File: src/rtl/dbus_ctrl_pkg.sv
`default_nettype none
// +----------------------------------------------------------------------+
// | dbus_ctrl_pkg : shared state encoding and byte-enable constants      |
// | Rev 1.0                                                              |
// +----------------------------------------------------------------------+
package dbus_ctrl_pkg;

    typedef enum logic [1:0] {
        ST_IDLE = 2'd0,
        ST_BUSY = 2'd1,
        ST_DONE = 2'd2
    } state_t;

    localparam logic [3:0] BE_WORD    = 4'b1111;
    localparam logic [3:0] BE_HALF_LO = 4'b0011;
    localparam logic [3:0] BE_HALF_HI = 4'b1100;
    localparam logic [3:0] BE_NONE    = 4'b0000;

    localparam logic [31:0] DEF_DATA_BASE      = 32'h1001_0000;
    localparam logic [31:0] DEF_DATA_SIZE      = 32'h0000_2000;
    localparam int          DEF_TIMEOUT_CYCLES = 255;

    function automatic logic [31:0] word_addr(input logic [31:0] a);
        return a & ~32'h0000_0003;
    endfunction

endpackage
`default_nettype wire

File: src/rtl/dbus_ctrl_if.sv
`default_nettype none
// +----------------------------------------------------------------------+
// | dbus_ctrl_if : datapath-side and memory-side signals of dbus_ctrl    |
// | Rev 1.0                                                              |
// +----------------------------------------------------------------------+
interface dbus_ctrl_if;
    logic        dw_read_enable;
    logic        dw_write_enable;
    logic [3:0]  dw_byte_enable;
    logic [31:0] dw_address;
    logic [31:0] dw_write_data;
    logic [31:0] dw_read_data;
    logic        stall;
    logic        mem_req;
    logic        mem_we;
    logic [31:0] mem_addr;
    logic [3:0]  mem_byte_en;
    logic [31:0] mem_wr_data;
    logic        mem_ack;
    logic [31:0] mem_rd_data;
    logic        misaligned;
    logic        bus_error;
    logic [31:0] load_count;
    logic [31:0] store_count;

    // Controller side
    modport slave (
        input  dw_read_enable, dw_write_enable, dw_byte_enable, dw_address,
               dw_write_data, mem_ack, mem_rd_data,
        output dw_read_data, stall, mem_req, mem_we, mem_addr, mem_byte_en,
               mem_wr_data, misaligned, bus_error, load_count, store_count
    );

    // Datapath + memory environment side
    modport master (
        output dw_read_enable, dw_write_enable, dw_byte_enable, dw_address,
               dw_write_data, mem_ack, mem_rd_data,
        input  dw_read_data, stall, mem_req, mem_we, mem_addr, mem_byte_en,
               mem_wr_data, misaligned, bus_error, load_count, store_count
    );
endinterface
`default_nettype wire

File: src/rtl/dbus_ctrl_access_check.sv
`default_nettype none
// +----------------------------------------------------------------------+
// | dbus_access_check : classifies an access as misaligned/out-of-range  |
// | Rev 1.0                                                              |
// +----------------------------------------------------------------------+
module dbus_access_check
    import dbus_ctrl_pkg::*;
#(
    parameter logic [31:0] DATA_BASE = DEF_DATA_BASE,
    parameter logic [31:0] DATA_SIZE = DEF_DATA_SIZE
) (
    input  logic [31:0] addr,
    input  logic [3:0]  byte_en,
    output logic        misaligned,
    output logic        out_of_range
);

    logic [31:0] w_offset;
    logic        w_half;

    always_comb begin
        w_offset   = addr - DATA_BASE;
        w_half     = (byte_en == BE_HALF_LO) || (byte_en == BE_HALF_HI);
        misaligned = ((byte_en == BE_WORD) && (addr[1:0] != 2'b00)) ||
                     (w_half && addr[0]);
        // Offset form avoids overflow when the region ends at the top of memory
        out_of_range = !misaligned &&
                       ((addr < DATA_BASE) || (w_offset >= DATA_SIZE));
    end

endmodule
`default_nettype wire

File: src/rtl/dbus_ctrl.sv
`default_nettype none
// +----------------------------------------------------------------------+
// | dbus_ctrl : stalls the datapath and turns its data accesses into     |
// | req/ack memory transactions. Option macro: DBUS_TIMEOUT_EN. Rev 1.0  |
// +----------------------------------------------------------------------+
module dbus_ctrl
    import dbus_ctrl_pkg::*;
#(
    parameter logic [31:0] DATA_BASE = DEF_DATA_BASE,
    parameter logic [31:0] DATA_SIZE = DEF_DATA_SIZE
`ifdef DBUS_TIMEOUT_EN
    ,
    parameter int          TIMEOUT_CYCLES = DEF_TIMEOUT_CYCLES
`endif
) (
    input  logic       clk,
    input  logic       rst,
    dbus_ctrl_if.slave bus
);

    state_t      r_state;
    logic        r_mem_req;
    logic        r_mem_we;
    logic [31:0] r_mem_addr;
    logic [3:0]  r_mem_byte_en;
    logic [31:0] r_mem_wr_data;
    logic [31:0] r_rd_data;
    logic        r_mis_flag;
    logic        r_err_flag;
    logic        r_done_ok;
    logic        r_done_we;
    logic [31:0] r_load_count;
    logic [31:0] r_store_count;

    logic w_req;
    logic w_we;
    logic w_misaligned;
    logic w_out_of_range;

`ifdef DBUS_TIMEOUT_EN
    localparam int WAIT_W = $clog2(TIMEOUT_CYCLES + 1);
    logic [WAIT_W-1:0] r_wait_cnt;
`endif

    assign w_req = bus.dw_read_enable | bus.dw_write_enable;
    assign w_we  = bus.dw_write_enable;

    dbus_access_check #(
        .DATA_BASE (DATA_BASE),
        .DATA_SIZE (DATA_SIZE)
    ) u_check (
        .addr         (bus.dw_address),
        .byte_en      (bus.dw_byte_enable),
        .misaligned   (w_misaligned),
        .out_of_range (w_out_of_range)
    );

    always_ff @(posedge clk) begin
        if (rst) begin
            r_state       <= ST_IDLE;
            r_mem_req     <= 1'b0;
            r_mem_we      <= 1'b0;
            r_mem_addr    <= '0;
            r_mem_byte_en <= '0;
            r_mem_wr_data <= '0;
            r_rd_data     <= '0;
            r_mis_flag    <= 1'b0;
            r_err_flag    <= 1'b0;
            r_done_ok     <= 1'b0;
            r_done_we     <= 1'b0;
            r_load_count  <= '0;
            r_store_count <= '0;
`ifdef DBUS_TIMEOUT_EN
            r_wait_cnt    <= '0;
`endif
        end else begin
            case (r_state)
                ST_IDLE: begin
                    if (w_req) begin
                        if (bus.dw_byte_enable == BE_NONE) begin
                            // No lanes selected: retires as a successful no-op
                            r_done_ok <= 1'b1;
                            r_done_we <= w_we;
                            r_rd_data <= '0;
                            r_state   <= ST_DONE;
                        end else if (w_misaligned) begin
                            r_mis_flag <= 1'b1;
                            r_rd_data  <= '0;
                            r_state    <= ST_DONE;
                        end else if (w_out_of_range) begin
                            r_err_flag <= 1'b1;
                            r_rd_data  <= '0;
                            r_state    <= ST_DONE;
                        end else begin
                            r_mem_req     <= 1'b1;
                            r_mem_we      <= w_we;
                            r_mem_addr    <= word_addr(bus.dw_address);
                            r_mem_byte_en <= bus.dw_byte_enable;
                            r_mem_wr_data <= bus.dw_write_data;
`ifdef DBUS_TIMEOUT_EN
                            r_wait_cnt    <= '0;
`endif
                            r_state       <= ST_BUSY;
                        end
                    end
                end
                ST_BUSY: begin
                    if (bus.mem_ack) begin
                        r_mem_req <= 1'b0;
                        r_rd_data <= r_mem_we ? 32'h0 : bus.mem_rd_data;
                        r_done_ok <= 1'b1;
                        r_done_we <= r_mem_we;
                        r_state   <= ST_DONE;
                    end
`ifdef DBUS_TIMEOUT_EN
                    else if (r_wait_cnt == WAIT_W'(TIMEOUT_CYCLES - 1)) begin
                        r_mem_req  <= 1'b0;
                        r_err_flag <= 1'b1;
                        r_rd_data  <= '0;
                        r_state    <= ST_DONE;
                    end else begin
                        r_wait_cnt <= r_wait_cnt + 1'b1;
                    end
`endif
                end
                ST_DONE: begin
                    if (r_done_ok) begin
                        if (r_done_we) r_store_count <= r_store_count + 32'd1;
                        else           r_load_count  <= r_load_count + 32'd1;
                    end
                    r_done_ok  <= 1'b0;
                    r_mis_flag <= 1'b0;
                    r_err_flag <= 1'b0;
                    r_state    <= ST_IDLE;
                end
                default: r_state <= ST_IDLE;
            endcase
        end
    end

    assign bus.stall        = ((r_state == ST_IDLE) && w_req) || (r_state == ST_BUSY);
    assign bus.dw_read_data = r_rd_data;
    assign bus.mem_req      = r_mem_req;
    assign bus.mem_we       = r_mem_we;
    assign bus.mem_addr     = r_mem_addr;
    assign bus.mem_byte_en  = r_mem_byte_en;
    assign bus.mem_wr_data  = r_mem_wr_data;
    assign bus.misaligned   = r_mis_flag;
    assign bus.bus_error    = r_err_flag;
    assign bus.load_count   = r_load_count;
    assign bus.store_count  = r_store_count;

endmodule
`default_nettype wire

File: src/flat_wrapper.sv
// flat-port wrapper written by rule: the top's interface ports become plain ports
module dbus_ctrl_flat import dbus_ctrl_pkg::*;
#(
    parameter logic [31:0] DATA_BASE = DEF_DATA_BASE,
    parameter logic [31:0] DATA_SIZE = DEF_DATA_SIZE

)
  (clk, rst, bus_dw_read_enable, bus_dw_write_enable, bus_dw_byte_enable, bus_dw_address, bus_dw_write_data, bus_mem_ack, bus_mem_rd_data, bus_dw_read_data, bus_stall, bus_mem_req, bus_mem_we, bus_mem_addr, bus_mem_byte_en, bus_mem_wr_data, bus_misaligned, bus_bus_error, bus_load_count, bus_store_count);
  dbus_ctrl_if bus_i ();
  input  logic clk;
  input  logic rst;
  input wire logic [$bits(bus_i.dw_read_enable)-1:0] bus_dw_read_enable;
  input wire logic [$bits(bus_i.dw_write_enable)-1:0] bus_dw_write_enable;
  input wire logic [$bits(bus_i.dw_byte_enable)-1:0] bus_dw_byte_enable;
  input wire logic [$bits(bus_i.dw_address)-1:0] bus_dw_address;
  input wire logic [$bits(bus_i.dw_write_data)-1:0] bus_dw_write_data;
  input wire logic [$bits(bus_i.mem_ack)-1:0] bus_mem_ack;
  input wire logic [$bits(bus_i.mem_rd_data)-1:0] bus_mem_rd_data;
  output wire logic [$bits(bus_i.dw_read_data)-1:0] bus_dw_read_data;
  output wire logic [$bits(bus_i.stall)-1:0] bus_stall;
  output wire logic [$bits(bus_i.mem_req)-1:0] bus_mem_req;
  output wire logic [$bits(bus_i.mem_we)-1:0] bus_mem_we;
  output wire logic [$bits(bus_i.mem_addr)-1:0] bus_mem_addr;
  output wire logic [$bits(bus_i.mem_byte_en)-1:0] bus_mem_byte_en;
  output wire logic [$bits(bus_i.mem_wr_data)-1:0] bus_mem_wr_data;
  output wire logic [$bits(bus_i.misaligned)-1:0] bus_misaligned;
  output wire logic [$bits(bus_i.bus_error)-1:0] bus_bus_error;
  output wire logic [$bits(bus_i.load_count)-1:0] bus_load_count;
  output wire logic [$bits(bus_i.store_count)-1:0] bus_store_count;
  assign bus_i.dw_read_enable = bus_dw_read_enable;
  assign bus_i.dw_write_enable = bus_dw_write_enable;
  assign bus_i.dw_byte_enable = bus_dw_byte_enable;
  assign bus_i.dw_address = bus_dw_address;
  assign bus_i.dw_write_data = bus_dw_write_data;
  assign bus_i.mem_ack = bus_mem_ack;
  assign bus_i.mem_rd_data = bus_mem_rd_data;
  assign bus_dw_read_data = bus_i.dw_read_data;
  assign bus_stall = bus_i.stall;
  assign bus_mem_req = bus_i.mem_req;
  assign bus_mem_we = bus_i.mem_we;
  assign bus_mem_addr = bus_i.mem_addr;
  assign bus_mem_byte_en = bus_i.mem_byte_en;
  assign bus_mem_wr_data = bus_i.mem_wr_data;
  assign bus_misaligned = bus_i.misaligned;
  assign bus_bus_error = bus_i.bus_error;
  assign bus_load_count = bus_i.load_count;
  assign bus_store_count = bus_i.store_count;
  dbus_ctrl #(.DATA_BASE(DATA_BASE), .DATA_SIZE(DATA_SIZE)) u_core (.clk(clk), .rst(rst), .bus(bus_i));
endmodule
File: config.mk
export PLATFORM = sky130hd
export DESIGN_NAME = dbus_ctrl_flat
export DESIGN_NICKNAME = d
export VERILOG_FILES = /design/src/rtl/dbus_ctrl_pkg.sv /design/src/rtl/dbus_ctrl_if.sv /design/src/rtl/dbus_ctrl_access_check.sv /design/src/rtl/dbus_ctrl.sv /design/src/flat_wrapper.sv
export SDC_FILE = /design/constraint.sdc
export NUM_CORES = 1
export LEC_CHECK = 0
export CAP_MARGIN = 10
export CORE_MARGIN = 2
export CORE_UTILIZATION = 25
export DETAILED_ROUTE_END_ITERATION = 16
export MAX_ROUTING_LAYER = met4
export SLEW_MARGIN = 25
export SYNTH_ARGS = -nofsm -noshare
export SYNTH_HDL_FRONTEND = slang
export SYNTH_SLANG_ARGS = --single-unit
File: constraint.sdc
create_clock -name clk -period 2.2 [get_ports clk]
set_input_delay 0.44 -clock clk [delete_from_list [all_inputs] [get_ports clk]]
set_output_delay 0.44 -clock clk [all_outputs]
set_load 0.005 [all_outputs]
==> impl_results.md <==
- Switching Fraction: 24.62%
- Setup violations, final: 0
- Ant. Diodes: 0
- Ys flop type: dfxtp_1
- Placer congestion estimate: 0.7754
- Setup CP Type: primary input to flip-flop
- Synth top area cells: dfxtp_1 47%, a21oi_1 6.6%, xnor2_1 5.5%
- Async set-or-reset flop fraction in the synthesized netlist: 0%
- Pwr Density: 590.8 nW/um^2
- Clock Tree Root: clkbuf_16
- Final hold vios: 0
- First-pass GRT wire length: 37780 um
- Status: finished, final reports clean
- DRT Wirelength: 23980 um
- Area share of the leading cell type in the synthesized netlist: 46.88%
- Int Pwr: 5.041 mW
- Post-Syn Instances: 831
- Sequential group share of total power: 46.2%
- Via/cell ratio: 4.846
- Total CTS buffers: 17
- Post-synth top cells: 170 x dfxtp_1, 96 x a21oi_1, 62 x clkbuf_1, 62 x nor2_1
- Cell with the most instances after synthesis: dfxtp_1
- Storage cell area: 3406 sq um
- Clock Path Buffers: 2
- Post-DP Area: 10700 sq um
- Syn_area_per_cell: 8.736 sq um
- Avg WL per Cell: 16.01 um
- Post-layout minimum cycle time: 2145 ps
- # DRC: 0
- IO Port Bufs: 271
- Leak pwr: 3.577 nW
- Top-level I/O count: 274
- RSZ-0062 raised after global routing: false
- DRT antenna net count: 0
- Core area: 28630 sq um
- Final nets: 1208
- Initial antenna violation count: 0
- Setup tns final: 0 ps
- Clock slew at reported path FFs: 70 ps
- DP Cell Count: 1465
- Required @ worst endpoint: 2500 ps
- Maximum clock frequency: 0.4663 GHz
- Fill cell count: 2827
- Slew Limit Fails: 0
- Tcrit/Tclk final: 97.48%
- TritonCTS clock tree: yes
- Worst-Skew Late Latency: 430 ps
- Synth-to-Final Area Change: 55.93%
- DR pass1 iterations: 4
- Clk_skew: 10.91 ps
- VDD IR-drop max: 0.3903 mV
- Worst Hold Slack: 453.1 ps
- Multi-input combinational cell area: 3492 sq um
- Rows: 62
- Startpoint types: primary input
- Hold Crit Class: flip-flop to flip-flop
- Crit end category: flip-flop
- Logic pwr share: 7.4%
- Yosys warns: 0
- Largest net degree at the start of global routing: 73
- Max-Cap Viols: 0
- Post-route cell area: 11320 sq um
- Tot Pwr: 6.688 mW
- Vias in the first global route: 6826
- Synth area leader: dfxtp_1
- Power share of the clock group: 46.4%
- Die height: 174.4 um
- Mapped cell area: 7259 sq um
- H-tree depth: 4
- Detailed Route Iter0 Violations: 384
- Layout Cells excl Fill: 1498
- Sink Count: 170
- Crit-path max FO: 17
- Starting Density: 25.36%
- Via count: 7260
- Post-DP HPWL: 16740 um
- Total track usage: 15.95%
- Post-synth EDFFs: 0
- Yosys reg bits: 170
- Layout cells sized above 1: 9.785%
- Sequential fraction of the synthesis area: 46.88%
- Die Area: 30420 sq um
- Net Sw Power: 1.647 mW
- Die Wd: 174.4 um
- Cell variety after synth: 44
- Global-route congestion overflow total: 0
- CP arrival: 2440 ps
-- registers in the layout, summed over array words and instances (netlist names) --
name and cells:
u_core.bus.dw_read_data 32, u_core.bus.load_count 32, u_core.bus.mem_wr_data 32, u_core.bus.store_count 32, u_core.bus.mem_addr 30, u_core.bus.mem_byte_en 4
u_core.r_state 2, u_core.bus.bus_error 1, u_core.bus.mem_req 1, u_core.bus.mem_we 1, u_core.bus.misaligned 1, u_core.r_done_ok 1
u_core.r_done_we 1
-- stage by stage --
stage	util (%)	setup WS (ps)
final	39.54	55.36
after global routing	39.54	2.566
after CTS	39.46	4.066
after detailed placement	37.37	-632.7
after global placement	37.37	-604.6
after floorplan	-	291.9
-- kinds of logic after synthesis --
family                   Yosys count  synth area share [%]
flip-flops                       170                 46.88
buffers and inverters            100                 5.653
other                              1               0.05166
XOR/XNOR                          54                 6.515
AND/OR/NAND/NOR                  306                 23.04
adder cells (fa/ha/maj)            2                0.3447
multiplexers                       4                0.5688
AO/OA/AOI/OAI                    194                 16.94
-- per-layer routing --
| layer | track usage [%] | vias to the layer above | routed length (um) | part of all wire (%) |
|---|---|---|---|---|
| met2 | 25.25 | 248 | 11280 | 47 |
| met4 | 4.447 | 0 | 370 | 1.5 |
| li1 | - | 3590 | - | - |
| met5 | - | - | 0 | 0 |
| met1 | 19.81 | 3397 | 10630 | 44 |
| met3 | 4.593 | 25 | 1695 | 7.1 |
-- power by group through the flow --
stage               Sequential [mW]  Combinational, mW  Clock [mW]
finish                         3.09              0.497        3.10
global route                   3.09              0.532        3.32
global placement               3.16              0.498           0
CTS                            3.09              0.497        3.21
detailed placement             3.16              0.494           0
floorplan                      3.16              0.174           0
-- area by class of cell --
cell class / instances / share of cell area, %
clock buffers: 18 / 3.791
clock inverters: 14 / 1.448
inverters: 19 / 0.6300
multi-input cells: 562 / 30.85
flip-flops and latches: 170 / 30.09
well taps: 384 / 4.245
repair buffers: 331 / 28.95
-- path summary, 6_finish.rpt --
kind                                              start                         to  slack [ps]  depth (start not counted)
worst max-delay path              bus_dw_byte_enable[3]    u_core.bus.mem_addr[26]          60                         10
worst min-delay path            u_core.bus.mem_addr[16]    u_core.bus.mem_addr[16]         450                          2
worst max register to register        u_core.r_state[1]  u_core.bus.load_count[31]         190                          6
worst min register to register  u_core.bus.mem_addr[16]    u_core.bus.mem_addr[16]         450                          2
-- cell usage in the layout (no fill, tap or decap), types with 4 or more instances in the layout --
master	instances
clkdlybuf4s50_1	270
and3_1	5
buf_4	51
a311oi_1	32
xnor2_1	46
o31ai_1	49
and4_1	10
nor3b_1	17
nor3_2	4
nor4_1	31
a21oi_1	96
inv_1	19
buf_12	9
nor2_1	61
nand3_1	19
clkinv_4	4
nor3_1	14
dfxtp_1	168
nand2_1	58
xor2_1	8
clkbuf_16	17
nand4_1	58
o21ai_0	11
or3_1	11
-- critical path, stage by stage --
cell and delay (ps):
clkdlybuf4s50_1 500, nor2_1 70, buf_4 130, a211oi_2 310, nand4_1 140, buf_4 180, buf_4 130, nor3_2 270
buf_12 200, nor3b_1 60
-- what timing repair did --
action | in CTS | in global routing
resized for setup | 1 | 5
setup endpoints to repair | 68 | 51
hold buffers | 0 | 0
buffers inserted | 0 | 1
pin swaps | 0 | 1
Note: power is estimated with default switching activity, not from simulation.
